File: config.mk
export PLATFORM = sky130hd
export DESIGN_NAME = clk_div_gen
export DESIGN_NICKNAME = d
export VERILOG_FILES = /design/src/rtl/clk_div_gen.sv
export SDC_FILE = /design/constraint.sdc
export NUM_CORES = 1
export LEC_CHECK = 0
export CAP_MARGIN = 10
export CORE_UTILIZATION = 60
export CTS_BUF_LIST = sky130_fd_sc_hd__clkbuf_4
export DETAILED_ROUTE_END_ITERATION = 8
export DONT_BUFFER_PORTS = 1
export PLACE_DENSITY = 0.79
export SLEW_MARGIN = 10
export SYNTH_ARGS = -nofsm -noshare
export SYNTH_HDL_FRONTEND = slang
export SYNTH_SLANG_ARGS = --single-unit
File: constraint.sdc
create_clock -name clk_hf -period 3.4 [get_ports clk_hf]
set_input_delay 0.34 -clock clk_hf [delete_from_list [all_inputs] [get_ports clk_hf]]
set_output_delay 0.34 -clock clk_hf [all_outputs]
set_load 0.02 [all_outputs]
File: src/rtl/clk_div_gen.sv
// Programmable clock divider: produces a registered divided square wave, a
// period-start tick and a glitch-free divisor change at period boundaries.
// Optional feature macro: CLK_DIV_PERIOD_CNT_EN adds a 16-bit period counter.
module clk_div_gen #(
    parameter int unsigned DIV_WIDTH = 8,
    parameter int unsigned DIV_RESET = 4
) (
    input  logic                 clk_hf,
    input  logic                 rst,
    input  logic                 en,
    input  logic [DIV_WIDTH-1:0] div_in,
    input  logic                 div_load,
    output logic                 div_ack,
    output logic                 div_err,
    output logic                 clk_out,
    output logic                 tick,
    output logic [DIV_WIDTH-1:0] div_cur
`ifdef CLK_DIV_PERIOD_CNT_EN
    ,
    output logic [15:0]          period_cnt
`endif
);

    localparam int unsigned HALF_W = DIV_WIDTH + 1;
    localparam logic [DIV_WIDTH-1:0] DIV_RST = DIV_WIDTH'(DIV_RESET);

    typedef enum logic [1:0] {
        IDLE = 2'd0,
        RUN  = 2'd1,
        STOP = 2'd2
    } state_t;

    state_t               state_q, state_d;
    logic [DIV_WIDTH-1:0] cnt_q, cnt_d;
    logic [DIV_WIDTH-1:0] div_cur_q, div_cur_d;
    logic [DIV_WIDTH-1:0] pend_div_q, pend_div_d;
    logic                 pend_q, pend_d;
    logic                 clk_out_q, clk_out_d;
    logic                 tick_q, tick_d;
    logic                 div_ack_q, div_ack_d;
    logic                 div_err_q, div_err_d;

    logic                 load_ok;
    logic                 wrap;
    logic                 running_d;

    // Length of the high phase: ceil(n/2), computed one bit wider to avoid overflow.
    function automatic logic [HALF_W-1:0] high_len(input logic [DIV_WIDTH-1:0] n);
        logic [HALF_W-1:0] sum;
        sum = HALF_W'(n) + HALF_W'(1);
        return sum >> 1;
    endfunction

    // Next-state, counter, divisor handoff and registered-output computation.
    always_comb begin
        state_d    = state_q;
        cnt_d      = cnt_q;
        div_cur_d  = div_cur_q;
        pend_d     = pend_q;
        pend_div_d = pend_div_q;
        div_ack_d  = 1'b0;
        div_err_d  = div_load && (div_in == '0);
        load_ok    = div_load && (div_in != '0);
        wrap       = (cnt_q == (div_cur_q - DIV_WIDTH'(1)));

        case (state_q)
            IDLE: begin
                cnt_d = '0;
                // Counter is stopped, so a new divisor can take effect immediately.
                if (load_ok) begin
                    div_cur_d = div_in;
                    div_ack_d = 1'b1;
                    pend_d    = 1'b0;
                end else if (pend_q) begin
                    div_cur_d = pend_div_q;
                    div_ack_d = 1'b1;
                    pend_d    = 1'b0;
                end
                if (en) begin
                    state_d = RUN;
                end
            end
            RUN, STOP: begin
                if (wrap) begin
                    cnt_d = '0;
                    if (pend_q) begin
                        div_cur_d = pend_div_q;
                        div_ack_d = 1'b1;
                        pend_d    = 1'b0;
                    end
                end else begin
                    cnt_d = cnt_q + DIV_WIDTH'(1);
                end
                // A load on the wrap cycle is deferred to the following wrap.
                if (load_ok) begin
                    pend_d     = 1'b1;
                    pend_div_d = div_in;
                end
                // Stopping only takes effect at a period boundary.
                if (en) begin
                    state_d = RUN;
                end else if (wrap) begin
                    state_d = IDLE;
                end else begin
                    state_d = STOP;
                end
            end
            default: begin
                state_d = IDLE;
                cnt_d   = '0;
            end
        endcase

        running_d = (state_d != IDLE);
        tick_d    = running_d && (cnt_d == '0);
        clk_out_d = running_d && (HALF_W'(cnt_d) < high_len(div_cur_d));
    end

    // State and output registers with synchronous reset.
    always_ff @(posedge clk_hf) begin
        if (rst) begin
            state_q    <= IDLE;
            cnt_q      <= '0;
            div_cur_q  <= DIV_RST;
            pend_q     <= 1'b0;
            pend_div_q <= '0;
            clk_out_q  <= 1'b0;
            tick_q     <= 1'b0;
            div_ack_q  <= 1'b0;
            div_err_q  <= 1'b0;
        end else begin
            state_q    <= state_d;
            cnt_q      <= cnt_d;
            div_cur_q  <= div_cur_d;
            pend_q     <= pend_d;
            pend_div_q <= pend_div_d;
            clk_out_q  <= clk_out_d;
            tick_q     <= tick_d;
            div_ack_q  <= div_ack_d;
            div_err_q  <= div_err_d;
        end
    end

    assign clk_out = clk_out_q;
    assign tick    = tick_q;
    assign div_ack = div_ack_q;
    assign div_err = div_err_q;
    assign div_cur = div_cur_q;

`ifdef CLK_DIV_PERIOD_CNT_EN
    localparam int unsigned PCNT_W = 16;

    logic [PCNT_W-1:0] period_cnt_q, period_cnt_d;

    // Count periods, advancing together with each tick; wraps naturally.
    always_comb begin
        period_cnt_d = period_cnt_q;
        if (tick_d) begin
            period_cnt_d = period_cnt_q + PCNT_W'(1);
        end
    end

    // Period counter register.
    always_ff @(posedge clk_hf) begin
        if (rst) begin
            period_cnt_q <= '0;
        end else begin
            period_cnt_q <= period_cnt_d;
        end
    end

    assign period_cnt = period_cnt_q;
`endif

endmodule

==> results.txt, run 1 <==
Synthesis-to-layout area growth: 15.3%
Longest Clk Path Bufs: 2
Htree depth: 2
WL final: 5990 um
Detailed-route via count: 2163
Ranking of synthesized cells by area: dfxtp_1 27%, ha_1 6.4%, nor2_1 4.5%, xnor2_1 4.5%, xor2_1 4.1%
Clock sinks: 31
CP required: 3.69 ns
Drt via density: 6.08
CTS Hold Buffers Added: 0
Starting Density: 63.5%
Initial antenna violation count: 0
Synth Area per Inst: 8.27 sq um
FFs w/ async S/R, synth: 0%
Top cell type's share of synthesized area: 26.5%
Proportion of layout cells with a drive suffix above 1: 25.3%
Total of max-cap violations: 0
Port Buffers: 0
Power Dens Cells: 491 nW/um^2
Finished Layout Cells: 356
Diodes inserted: 0
Worst Path Max Fanout: 5
Syn Std Cell Area: 2340 sq um
Cell taking the most area after synthesis: dfxtp_1
Outcome: complete, no violations
CP Launch Type: flop
Reg2Reg Setup Slack: 0.03 ns
Placer Congestion: 0.919
Critical R2R Launch: div_cur[0]
FF-to-FF path depth: 16
VDD IR max: 0.356 mV
FF+latch count, synth: 31
DRT Pass-1 Iters: 4
Critical path data arrival time: 3.66 ns
DR iter-0 viols: 122
Post-Synthesis Cells: 283
Hold Path End: div_cur[7]
Cell with the most instances after synthesis: dfxtp_1
Post-Syn Nets: 307
Leakage: 1.09 nW
DP Cell Count: 340
Row count: 22
Worst r2r dst: clk_out
Root Driver: clkbuf_4
CP endpoint kind: flop
# DRC: 0
Synth Flop Type: dfxtp_1
Hold_sp: rst
Top post-synthesis cells by count: 31 x dfxtp_1, 28 x nor2_1, 24 x nand2_1
Total die area: 4160 sq um
Die X: 64.5 um
Synth Warn #: 0
TritonCTS clock tree: yes
First-pass GRT wire length: 9400 um
Setup violators final: 0
Die Height: 64.5 um
Core ar.: 3690 sq um
Worst setup path class: flop to flop
Num ports: 24
Post-synth EDFFs: 0
Minimum clock period: 3.37 ns
Clk slew on worst S/H paths: 0.10 ns
Hold Path Class: input pin to flop
Slew margin rel.: 73.5%
Nets: 331
ANT nets after route: 0
Netlist cell types: 59
Fin worst setup slack: 0.0273 ns
Post-DP HPWL: 4310 um
Register area share after synthesis: 26.5%
Overflow after GRT: 0
Skew final: 0.00900 ns
Count of final max-slew check failures: 0
Unrepaired setup endpoints after global routing: yes
Largest net degree at the start of global routing: 28
Worst slew pin tran: 0.398 ns
Worst-skew pair later-pin latency: 0.34 ns
GRT Resource Usage Total: 29.3%
Number of buffers created by CTS: 5
WHS Path Cells: 1
Hold Fails Final Rpt: 0
Routed len/inst: 16.8 um
Pre-CTS setup slack: -0.0687 ns
Vias in the first global route: 2028
Fmax: 296 MHz
Final worst-path cycle share: 99.2%
[logic make-up (layout without fill, tap and decap cells)]
family / Yosys count / in the layout / share of synthesized area (%)
muxes: 8 / 8 / 3.42
DFF: 31 / 31 / 26.5
AOI/OAI and AO/OA: 68 / 68 / 24.1
and+or+nand+nor: 114 / 114 / 26.0
buffers and inverters: 27 / 52 / 4.92
xor gates and xnor gates: 23 / 23 / 8.60
adders and majority gates: 12 / 12 / 6.41
[layer usage]
| metal | vias to the layer above | wire length [um] | global-route usage, % | share of wire (%) |
|---|---|---|---|---|
| met2 | 63 | 2840 | 49.1 | 47 |
| li1 | 1070 | - | - | - |
| met1 | 1018 | 2730 | 37.1 | 46 |
| met5 | - | 0 | 0 | 0 |
| met3 | 12 | 268 | 5.99 | 4.5 |
| met4 | 0 | 148 | 10.6 | 2.5 |
[sequential cells by signal, indices dropped and copies added, names as in the netlist]
name / flops
clk_out: 1
cnt_q: 8
div_ack: 1
div_cur: 8
div_err: 1
pend_div_q: 8
pend_q: 1
state_q: 2
tick: 1
[where the power goes]
group / switching [mW] / internal (mW)
registers: 0.0494 / 0.404
logic: 0.373 / 0.279
clock network: 0.135 / 0.0856
total: 0.558 / 0.769
[worst max path at each step]
stage,endpoint,slack (ns),startpoint
2_1_floorplan,clk_out,0.002,div_cur[1]
3_3_place_gp,clk_out,0.07,div_cur[0]
3_5_place_dp,clk_out,-0.07,div_cur[0]
4_1_cts,clk_out,0.005,div_cur[0]
5_1_grt,clk_out,-0.13,div_cur[2]
6_report,clk_out,0.03,div_cur[0]
[per-stage QoR]
stage	area [sq um]	power, mW	TNS (ns)	hold WS (ns)	util, %
floorplan	2350	0.889	0	0.413	-
global placement	2520	1.04	0	0.413	68.4
detailed placement	2520	1.05	-0.0687	0.415	68.4
CTS	2620	1.28	0	0.0474	70.9
global route	2700	1.40	-0.125	0.0379	73.2
finish	2700	1.33	0	0.0520	73.2
[worst max-delay path: stages (launching register included)]
cell	delay (ns)
dfxtp_4	0.38
inv_1	0.04
ha_1	0.20
buf_6	0.13
nor4b_4	0.28
o31ai_2	0.12
buf_4	0.15
a22o_1	0.20
o311a_4	0.33
o32ai_4	0.35
nor3_2	0.09
xor2_1	0.15
ha_1	0.32
a21o_1	0.18
a21o_1	0.14
a21oi_1	0.11
o211a_1	0.15
[placed cells by master, fill, tap and decap left out, types with 2 or more instances in the layout]
cell      Yosys  routed
nand3_1      17      17
xor2_1       11      11
clkbuf_4      0       6
o31ai_1       4       3
dfxtp_4       0       3
o31ai_2       1       2
nor2_1       28      27
o21ai_1       2       2
a31oi_1       6       5
ha_1         12      11
a211oi_1      6       6
o22ai_2       2       2
nor3_1        9       8
or2_1         2       2
dfxtp_2       0       3
nor2b_1       4       4
nand4_1       2       2
nor3b_2       1       2
o21ai_0       8       8
nor2_2        1       2
a31oi_2       1       2
a21o_1        2       2
a21oi_1      15      15
or4_1         2       2
o21ai_2       2       2
or2_2         2       2
dfxtp_1      31      25
nor3_2        2       3
a41o_1        5       5
buf_4         0      33
o211a_1       2       2
inv_1        10      10
mux2i_1       8       8
xnor2_1      12      12
nand2b_1      4       4
nand2_1      24      23
and3_1        4       4
[cell type report]
class                           instances  area [sq um]
Multi-Input combinational cell        225          1650
Fill cell                             287           988
Sequential cell                        31           636
Timing Repair Buffer                   34           259
Tap cell                               48          60.1
Clock buffer                            6          45.0
Inverter                               10          37.5
Clock inverter                          2          8.76
[what timing repair did]
item                                    CTS  global route
gates resized for setup                   3            14
endpoints found under the setup margin    1             1
setup buffers                             3             5
pin swaps                                 1            16
(Power assumes the default switching activity.)
==> run 2, diff against run 1 <==
--- a/config.mk
+++ b/config.mk
@@ -11,7 +11,7 @@
 export DETAILED_ROUTE_END_ITERATION = 8
 export DONT_BUFFER_PORTS = 1
 export PLACE_DENSITY = 0.79
-export SLEW_MARGIN = 10
+export SLEW_MARGIN = 20
 export SYNTH_ARGS = -nofsm -noshare
 export SYNTH_HDL_FRONTEND = slang
 export SYNTH_SLANG_ARGS = --single-unit
==> results of run 2 <==
Final layout, timing and power as in run 1 (identical DEF).
